<file path="config.mk">
export PLATFORM = sky130hd
export DESIGN_NAME = fetch_unit_flat
export DESIGN_NICKNAME = d
export VERILOG_FILES = /design/src/rtl/fetch_unit_pkg.sv /design/src/rtl/fetch_unit_if.sv /design/src/rtl/fetch_buffer.sv /design/src/rtl/fetch_unit.sv /design/src/flat_wrapper.sv
export SDC_FILE = /design/constraint.sdc
export NUM_CORES = 1
export LEC_CHECK = 0
export ABC_AREA = 1
export BUFFER_PORTS_ARGS = -buffer_cell sky130_fd_sc_hd__buf_2
export CORE_MARGIN = 10
export CORE_UTILIZATION = 45
export DETAILED_ROUTE_END_ITERATION = 7
export HOLD_SLACK_MARGIN = 0.05
export PLACE_DENSITY = 0.71
export SKIP_CTS_REPAIR_TIMING = 1
export SYNTH_ARGS = -nofsm -noshare
export SYNTH_HDL_FRONTEND = slang
export SYNTH_HIERARCHICAL = 1
export SYNTH_SLANG_ARGS = --single-unit
</file>
<file path="constraint.sdc">
create_clock -name clk -period 14.4 [get_ports clk]
set_input_delay 2.16 -clock clk [delete_from_list [all_inputs] [get_ports clk]]
set_output_delay 2.16 -clock clk [all_outputs]
set_load 0.05 [all_outputs]
</file>
<file path="src/rtl/fetch_unit_pkg.sv">
// Shared types and constants for the instruction fetch unit.
package fetch_unit_pkg;

  // Bubble instruction: addi x0,x0,0
  localparam logic [31:0] NOP_INST = 32'h0000_0013;

  // Issue FSM states
  typedef enum logic [1:0] {
    IDLE = 2'd0,  // no request outstanding
    REQ  = 2'd1,  // request on the bus, address held until the transfer
    DROP = 2'd2   // outstanding request made stale by a redirect
  } fetch_state_t;

  // IF/ID entry, also the fetch buffer payload
  typedef struct packed {
    logic [31:0] pc;
    logic [31:0] inst;
  } if_id_t;

endpackage

</file>
<file path="src/rtl/fetch_unit_if.sv">
// Instruction-memory request/acknowledge bus.
interface fetch_unit_if;
  logic        imem_req;
  logic [31:0] imem_addr;
  logic        imem_ack;
  logic [31:0] imem_rdata;

  // Fetch unit side
  modport master (
    output imem_req,
    output imem_addr,
    input  imem_ack,
    input  imem_rdata
  );

  // Memory side
  modport slave (
    input  imem_req,
    input  imem_addr,
    output imem_ack,
    output imem_rdata
  );
endinterface

</file>
<file path="src/rtl/fetch_buffer.sv">
// Two-entry FIFO of {pc, inst} between instruction memory and IF/ID.
// Flush empties the FIFO; a push in the same cycle lands in the emptied FIFO.
module fetch_buffer
  import fetch_unit_pkg::*;
(
  input  logic       clk,
  input  logic       rst_n,
  input  logic       push,
  input  if_id_t     push_data,
  input  logic       pop,
  input  logic       flush,
  output logic [1:0] count,
  output if_id_t     head
);

  if_id_t mem [2];
  logic   rd_ptr;
  logic   wr_ptr;
  logic   full;
  logic   do_pop;

  assign full   = (count == 2'd2);
  assign do_pop = pop && (count != 2'd0);
  assign head   = mem[rd_ptr];

  // Pointer and occupancy tracking
  always_ff @(posedge clk) begin
    // NOTE: sequential state uses non-blocking assignment so every register samples pre-edge values.
    if (!rst_n) begin
      rd_ptr <= 1'b0;
      wr_ptr <= 1'b0;
      count  <= 2'd0;
    end else if (flush) begin
      rd_ptr <= 1'b0;
      wr_ptr <= push;
      count  <= {1'b0, push};
    end else begin
      if (push)   wr_ptr <= ~wr_ptr;
      if (do_pop) rd_ptr <= ~rd_ptr;
      case ({push, do_pop})
        2'b10:   count <= count + 2'd1;
        2'b01:   count <= count - 2'd1;
        default: count <= count;
      endcase
    end
  end

  // Entry storage
  always_ff @(posedge clk) begin
    // NOTE: storage is not reset; count alone decides which entries are meaningful.
    if (push) mem[flush ? 1'b0 : wr_ptr] <= push_data;
  end

  // The issue gate never lets a push meet a full FIFO
  no_overflow: assert property (@(posedge clk) disable iff (!rst_n)
    !(push && full && !do_pop && !flush));

endmodule

</file>
<file path="src/rtl/fetch_unit.sv">
// Instruction fetch unit: issues word fetches from pc_q, buffers returned
// instructions in a 2-entry FIFO and feeds the IF/ID register, with a
// same-edge bypass when the FIFO is empty.
module fetch_unit
  import fetch_unit_pkg::*;
#(
  parameter logic [31:0] RESET_PC = 32'h0000_0000,
  parameter logic [31:0] NOP_INST = fetch_unit_pkg::NOP_INST
) (
  input  logic                clk,
  input  logic                rst_n,
  input  logic                PC_EN_IF,
  input  logic                reg_FD_EN,
  input  logic                reg_FD_stall,
  input  logic                reg_FD_flush,
  input  logic                Branch_ID,
  input  logic [31:0]         branch_target_ID,
  fetch_unit_if.master        imem,
  output logic [31:0]         inst_FD,
  output logic [31:0]         PC_FD,
  output logic                valid_FD,
  output logic                fetch_starved
);

  fetch_state_t state;
  logic [31:0]  pc_q;
  logic [31:0]  addr_q;
  logic [31:0]  pc_next;
  logic [1:0]   buf_count;
  logic [1:0]   count_next;
  if_id_t       buf_head;
  if_id_t       push_data;
  logic         xfer;
  logic         good_data;
  logic         load_slot;
  logic         pop;
  logic         bypass;
  logic         push;
  logic         issue_next;

  // Request generation: IDLE issues from pc_q when there is room, otherwise
  // the held address of the outstanding request is driven.
  always_comb begin
    // NOTE: every always_comb output gets a default first so no latch is inferred.
    imem.imem_req  = 1'b1;
    imem.imem_addr = addr_q;
    if (state == IDLE) begin
      imem.imem_req  = PC_EN_IF && (buf_count < 2'd2);
      imem.imem_addr = pc_q;
    end
    if (!rst_n) imem.imem_req = 1'b0;
  end

  // Data returned under a redirect or for a stale request is discarded
  assign xfer      = imem.imem_req && imem.imem_ack;
  assign good_data = xfer && (state != DROP) && !Branch_ID;
  assign load_slot = !reg_FD_flush && reg_FD_EN && !reg_FD_stall;
  assign pop       = load_slot && (buf_count != 2'd0);
  assign bypass    = load_slot && (buf_count == 2'd0) && good_data;
  assign push      = good_data && !bypass;
  assign push_data = '{pc: imem.imem_addr, inst: imem.imem_rdata};

  assign fetch_starved = rst_n && reg_FD_EN && !reg_FD_stall &&
                         (buf_count == 2'd0) && !good_data;

  // Next PC and post-edge occupancy used for back-to-back issue
  always_comb begin
    pc_next    = pc_q;
    count_next = buf_count;
    if (Branch_ID)                      pc_next = branch_target_ID;
    else if (xfer && (state != DROP))   pc_next = pc_q + 32'd4;
    if (reg_FD_flush) begin
      count_next = {1'b0, push};
    end else begin
      case ({push, pop})
        2'b10:   count_next = buf_count + 2'd1;
        2'b01:   count_next = buf_count - 2'd1;
        default: count_next = buf_count;
      endcase
    end
    issue_next = PC_EN_IF && (count_next < 2'd2);
  end

  // Issue FSM and fetch PC
  always_ff @(posedge clk) begin
    if (!rst_n) begin
      state  <= IDLE;
      pc_q   <= RESET_PC;
      addr_q <= RESET_PC;
    end else begin
      pc_q <= pc_next;
      case (state)
        IDLE: begin
          if (imem.imem_req) begin
            if (xfer) begin
              if (issue_next) begin
                state  <= REQ;
                addr_q <= pc_next;
              end
            end else begin
              state  <= Branch_ID ? DROP : REQ;
              addr_q <= pc_q;
            end
          end
        end
        REQ: begin
          if (xfer) begin
            if (issue_next) addr_q <= pc_next;
            else            state  <= IDLE;
          end else if (Branch_ID) begin
            state <= DROP;
          end
        end
        DROP: begin
          if (xfer) state <= IDLE;
        end
        default: state <= IDLE;
      endcase
    end
  end

  // IF/ID register: flush > hold > head/bypass > bubble
  always_ff @(posedge clk) begin
    if (!rst_n) begin
      inst_FD  <= NOP_INST;
      PC_FD    <= 32'd0;
      valid_FD <= 1'b0;
    end else if (reg_FD_flush) begin
      inst_FD  <= NOP_INST;
      valid_FD <= 1'b0;
    end else if (load_slot) begin
      if (pop) begin
        PC_FD    <= buf_head.pc;
        inst_FD  <= buf_head.inst;
        valid_FD <= 1'b1;
      end else if (bypass) begin
        PC_FD    <= imem.imem_addr;
        inst_FD  <= imem.imem_rdata;
        valid_FD <= 1'b1;
      end else begin
        inst_FD  <= NOP_INST;
        valid_FD <= 1'b0;
      end
    end
  end

  fetch_buffer u_buf (
    .clk       (clk),
    .rst_n     (rst_n),
    .push      (push),
    .push_data (push_data),
    .pop       (pop),
    .flush     (reg_FD_flush),
    .count     (buf_count),
    .head      (buf_head)
  );

endmodule

</file>
<file path="src/flat_wrapper.sv">
// flat-port wrapper written by rule: the top's interface ports become plain ports
module fetch_unit_flat import fetch_unit_pkg::*;
#(
  parameter logic [31:0] RESET_PC = 32'h0000_0000,
  parameter logic [31:0] NOP_INST = fetch_unit_pkg::NOP_INST
)
  (clk, rst_n, PC_EN_IF, reg_FD_EN, reg_FD_stall, reg_FD_flush, Branch_ID, branch_target_ID, inst_FD, PC_FD, valid_FD, fetch_starved, imem_imem_req, imem_imem_addr, imem_imem_ack, imem_imem_rdata);
  fetch_unit_if imem_i ();
  input  logic clk;
  input  logic rst_n;
  input  logic PC_EN_IF;
  input  logic reg_FD_EN;
  input  logic reg_FD_stall;
  input  logic reg_FD_flush;
  input  logic Branch_ID;
  input  logic [31:0] branch_target_ID;
  output logic [31:0] inst_FD;
  output logic [31:0] PC_FD;
  output logic valid_FD;
  output logic fetch_starved;
  output wire logic [$bits(imem_i.imem_req)-1:0] imem_imem_req;
  output wire logic [$bits(imem_i.imem_addr)-1:0] imem_imem_addr;
  input wire logic [$bits(imem_i.imem_ack)-1:0] imem_imem_ack;
  input wire logic [$bits(imem_i.imem_rdata)-1:0] imem_imem_rdata;
  assign imem_imem_req = imem_i.imem_req;
  assign imem_imem_addr = imem_i.imem_addr;
  assign imem_i.imem_ack = imem_imem_ack;
  assign imem_i.imem_rdata = imem_imem_rdata;
  fetch_unit #(.RESET_PC(RESET_PC), .NOP_INST(NOP_INST)) u_core (.clk(clk), .rst_n(rst_n), .PC_EN_IF(PC_EN_IF), .reg_FD_EN(reg_FD_EN), .reg_FD_stall(reg_FD_stall), .reg_FD_flush(reg_FD_flush), .Branch_ID(Branch_ID), .branch_target_ID(branch_target_ID), .imem(imem_i), .inst_FD(inst_FD), .PC_FD(PC_FD), .valid_FD(valid_FD), .fetch_starved(fetch_starved));
endmodule
</file>
## Word-level counts from Yosys, hierarchy flattened

Memories as Yosys holds them, arrays and structs flattened. A register that Yosys moved wholly into a read port is not among the register bits.
Cells that the tools add are included.

| operators by class | value |
|---|---|
| $add $sub $neg | 3 |
| eq/ne operators | 13 |
| reductions and logical operators | 33 |
| bitwise gates (word level) | 4 |
| muxes and demuxes | 36 |
| magnitude comparators | 2 |

Operator list:

| cell | number |
|---|---|
| $mux 32 | 11 |
| $pmux 32 s2 | 1 |
| $add 32x3->32 const B | 1 |
| $mux 2 | 9 |
| $logic_and 1x1->1 | 16 |
| $mux 1 | 12 |
| $reduce_bool 2->1 | 5 |
| $pmux 2 s2 | 2 |
| $eq 2x1->1 const B | 3 |
| $eq 2x2->1 const B | 3 |
| $ne 2x1->1 const B | 3 |
| $ne 3x3->1 const B | 2 |
| $pmux 2 s3 | 1 |
| $reduce_and 3->1 | 2 |
| $logic_not 1->1 | 5 |
| $reduce_and 5->1 | 1 |
| $logic_not 2->1 | 2 |
| $lt 2x2->1 const B | 2 |
| $not 1->1 | 4 |
| $ne 3x2->1 const B | 1 |
| $reduce_bool 3->1 | 1 |
| $add 2x1->2 const B | 1 |
| $ne 2x2->1 const B | 1 |
| $reduce_or 2->1 | 1 |
| $sub 2x1->2 const B | 1 |

| storage, ports and cells | value |
|---|---|
| output and inout port bits | 99 |
| RAM bits | 128 |
| register bits after elaboration | 135 |
| input port bits | 72 |
| memories | 1 |
| word-level logic and storage cells | 102 |

Memories:

| memory | depth | bits a word | read ports | clocked after memory_dff | wr ports | RTL line | text |
|---|---|---|---|---|---|---|---|
| u_core.u_buf.mem | 2 | 64 | 1 | 1 | 1 | fetch_buffer.sv:16 | `if_id_t mem [2];` |

## Logic depth before layout (Yosys ltp)

| logic depth | value |
|---|---|
| word-level depth | 19 |
| gate-level depth with buffers | 21 |
| gate-level depth less buffers | 21 |

## Modules after synthesis

The synthesis kept the hierarchy.

By module, submodules not included:

| module | cells each | area an instance (sq um) | times used | sequential area each (sq um) |
|---|---|---|---|---|
| fetch_unit | 1,055 | 6,857.8 | 1 | 2,622.5 |
| fetch_buffer | 241 | 5,196.2 | 1 | 3,943.8 |

## Worst setup path before layout

OpenSTA, ideal clock, no wires.

| path | value |
|---|---|
| path kind | in2reg |
| start point | in PC_EN_IF |
| end point | mem u_core/u_buf/mem[0][0] (netlist name) (enable) |
| required time | 13.893 ns |
| path buffers | 0 |
| cell stages on the path | 8 |
| library setup time | 0.507 ns |
| path slack | 7.813 ns |
| arrival | 6.080 ns |
| cell sequence | nand2_1 > nand2_4 > nand4_4 > nor2_4 > inv_1 > nor2_1 > inv_1 > a21oi_1 |

| between the ends | value |
|---|---|
| word-level cells in the longest chain between the ends | 11 |

RTL lines:

| what | RTL line | text |
|---|---|---|
| from (decl) | flat_wrapper.sv:11 | `input logic PC_EN_IF;` |
| $logic_and 1x1->1 * | fetch_unit.sv:48 | `imem.imem_req = PC_EN_IF && (buf_count < 2'd2);` |
| $mux 1 * | fetch_unit.sv:47 | `if (state == IDLE) begin` |
| $mux 1 * | fetch_unit.sv:51 | `if (!rst_n) imem.imem_req = 1'b0;` |
| $logic_and 1x1->1 * | fetch_unit.sv:55 | `assign xfer = imem.imem_req && imem.imem_ack;` |
| $logic_and 1x1->1 * (2 in a row) | fetch_unit.sv:56 | `assign good_data = xfer && (state != DROP) && !Branch_ID;` |
| $logic_and 1x1->1 | fetch_unit.sv:59 | `assign bypass = load_slot && (buf_count == 2'd0) && good_data;` |
| $logic_not 1->1 | fetch_unit.sv:60 | `assign push = good_data && !bypass;` |
| $logic_and 1x1->1 * | fetch_unit.sv:60 |  |
| named net u_core.push | fetch_unit.sv:38 | `logic push;` |
| $mux 1 * (2 in a row) | fetch_buffer.sv:51 | `if (push) mem[flush ? 1'b0 : wr_ptr] <= push_data;` |
| to (decl) | fetch_buffer.sv:16 |  |

Mark *: on every way through the listed nets, which the timed path passes. The rest lies on a longest branch.

## Worst setup path after layout

| path | value |
|---|---|
| start point | in rst_n |
| end point | out fetch_starved |

| between the ends | value |
|---|---|
| word-level cells in the longest chain between the ends | 6 |
| elaborated cells on any way between the ends | 9 |
| those cells by class | mux: 1; reduce/logical: 8 |

RTL lines:

| what | RTL line | text |
|---|---|---|
| from (decl) | flat_wrapper.sv:10 | `input logic rst_n;` |
| $mux 1 | fetch_unit.sv:51 |  |
| $logic_and 1x1->1 | fetch_unit.sv:55 |  |
| $logic_and 1x1->1 (2 in a row) | fetch_unit.sv:56 |  |
| $logic_not 1->1 | fetch_unit.sv:64 | `(buf_count == 2'd0) && !good_data;` |
| $logic_and 1x1->1 * | fetch_unit.sv:64 |  |
| to (decl) | flat_wrapper.sv:20 | `output logic fetch_starved;` |

Every way passes the cells marked *; elsewhere a longest branch is shown, timed or not.

==> results_dict.tcl <==
set metrics [dict create \
    register_area_um2 6570 \
    ys_types 39 \
    clk_pin_slew_ns 0.05 \
    highest_layer "met4" \
    fp.dieH_um 184 \
    rr_startpoint "u_core/state[0]" \
    drc_errors 0 \
    syn_inst 1296 \
    antenna_cells 0 \
    vias_per_cell 5.28 \
    grt_pass1_vias 9028 \
    num_io_pins 171 \
    status "finished clean" \
    worstMarginPinSlew_ns 1.19 \
    fmax_ghz 0.167 \
    multi_input_area_um2 4780 \
    met2_length_mm 14.4 \
    final_area_um2 14000 \
    fin_crit_sh_pct 41.6 \
    cp.required_ns 12.24 \
    globalplace.congestion 0.938 \
    p_total_w 0.00198 \
    final_util_pct 53.4 \
    path_class "input port to primary output" \
    wl_per_cell_um 17.6 \
    hold_path.class "register to register" \
    crit_path_start "rst_n" \
    met1_length_mm 14.2 \
    antenna_found_initial 0 \
    grt_overflow_total 0 \
    dieArea_um2 33700 \
    ys.warnings.count 6 \
    start_kind "input port" \
    core_area_um2 26200 \
    synthToLayoutAreaGrowth_pct 16.1 \
    dr.pass1.iters 6 \
    die_w_um 184 \
    dpl.hpwl_mm 21.2 \
    synth-seq-cells 264 \
    cts_buffer_depth 3 \
    timing.final.crit_period_ns 5.99 \
    drtIter0Drc 885 \
    ys_seq_area_share_pct 54.5 \
    clock_latency_ns 0.56 \
    most-common-layout-cells "nand2_1 (364), buf_2 (170), dfxtp_1 (135)" \
    grt_pass1_wl_mm 49.4 \
    synth_area_um2 12100 \
    holdCritStartpoint "u_core/addr_q[0]" \
    p_leak_nw 5.56 \
    p_per_area_nw_per_um2 142 \
    wl_met3_mm 2.35 \
    grt_use_total_pct 18.0 \
    endpoint_kind "primary output" \
    layout_commonest_cell "nand2_1" \
    ant_nets 0 \
    dp_slack_ns 8.41 \
    setup_slack_ns 8.41 \
    synth_fp_nets 1372 \
    placed_cell_area_um2 13000 \
    synth_edf_count 128 \
    cp_max_fo 67 \
    grt_max_degree 68 \
    numCtsBuffers 29 \
    route.vias.total 9475 \
    final_nets 1514 \
    max_cap_violations 0 \
    wl_mm 31.6 \
    syn_avg_cell_area_um2 9.30 \
    cts_tree "yes" \
    clock_sinks 264 \
    tns_ns 0 \
    slew_headroom_pct 20.8 \
    fillers 2391 \
    rsz0062_at_grt "false" \
    arrival_ns 3.83 \
    drive_above_1_share_pct 21.5 \
    portBuffers 170 \
    htreeDepth 1 \
    ir_drop_uv 83.4 \
    finalSetupViolCount 0 \
    cts_root_buffer "clkbuf_16" \
    finClkSkew_ns 0.0107 \
    initial_core_util_pct 46.0 \
    row_count 59 \
    final_hold_viol_count 0 \
    synth_ff_type "dfxtp_1" \
    async_reset_ff_share_pct 0 \
    maxSlewViolCount 0 \
]
## layer usage
layer	global-route usage [%]	vias up
met5	0	-
met4	5.21	0
met3	3.75	45
met2	28.6	327
met1	24.3	4393
li1	-	4710
## worst paths after layout
path	depth (start not counted)	slack (ns)	end
max	6	8.41	fetch_starved
min	2	0.45	u_core/addr_q[0]
max reg2reg	18	10.90	u_core/addr_q[3]
min reg2reg	2	0.45	u_core/addr_q[0]
## area by class of cell
cell class / count / share of cell area, %
flip-flops and latches: 264 / 47.0
multi-input cells: 880 / 34.2
repair buffers: 180 / 6.62
clock buffers: 41 / 5.87
well taps: 335 / 3.00
inverters: 83 / 2.23
clock inverters: 13 / 1.15
## Yosys cell counts, types with 6 or more instances
cell | number | area share (%)
dfxtp_1 | 136 | 23
mux2_4 | 60 | 7.5
nand2_1 | 364 | 11
a31oi_1 | 61 | 3.2
edfxtp_1 | 128 | 32
nand3_1 | 87 | 3.6
nor2_1 | 65 | 2.0
buf_1 | 8 | 0.25
clkbuf_1 | 34 | 1.1
o21ai_1 | 23 | 0.95
xor2_1 | 7 | 0.51
inv_1 | 78 | 2.4
a21oi_1 | 62 | 2.6
buf_2 | 14 | 0.58
o21ai_0 | 97 | 4.0
nand4_1 | 10 | 0.52
buf_12 | 6 | 1.0
## metrics by stage
| stage | hold WS [ns] | std cells |
|---|---|---|
| 2_1_floorplan | 0.425 | 1296 |
| 3_3_place_gp | 0.439 | 1742 |
| 3_5_place_dp | 0.445 | 1742 |
| 4_1_cts | 0.455 | 1796 |
| 5_1_grt | 0.476 | 1796 |
| 6_report | 0.451 | 1796 |
## where the power goes
part / switching, W / internal [W] / total [W]
clock: 0.000296 / 0.000452 / 0.000749
combinational: 0.000283 / 0.0000920 / 0.000375
sequential: 0.0000228 / 0.000838 / 0.000861
total: 0.000602 / 0.00138 / 0.00198
## registers in the layout, summed over array words and instances, names as in the netlist, named ones only
register and count:
u_core/PC_FD 32, u_core/addr_q 32, u_core/u_buf/wr_ptr 1, u_core/u_buf/rd_ptr 1
u_core/pc_q 32, u_core/state 2, u_core/u_buf/count 2, u_core/valid_FD 1
u_core/inst_FD 32, u_core/u_buf/mem 128
## cells by family (layout without fill, tap and decap cells)
kind of cell    Yosys count  after routing  share of synthesized area [%]
flops                   264            264                           54.5
compound gates          253            253                           11.4
xor+xnor                  7              7                          0.509
fa+ha+maj                 4              4                          0.415
mux                      67             67                           8.10
simple gates            549            549                           19.1
buf+inv                 152            317                           6.06
## worst max-delay path, stage by stage
cell,delay [ns]
buf_2,0.07
buf_4,0.56
nand4_4,0.40
nor2_4,0.27
nor2_1,0.11
buf_2,0.23
Power figures use the tool's default switching activity.
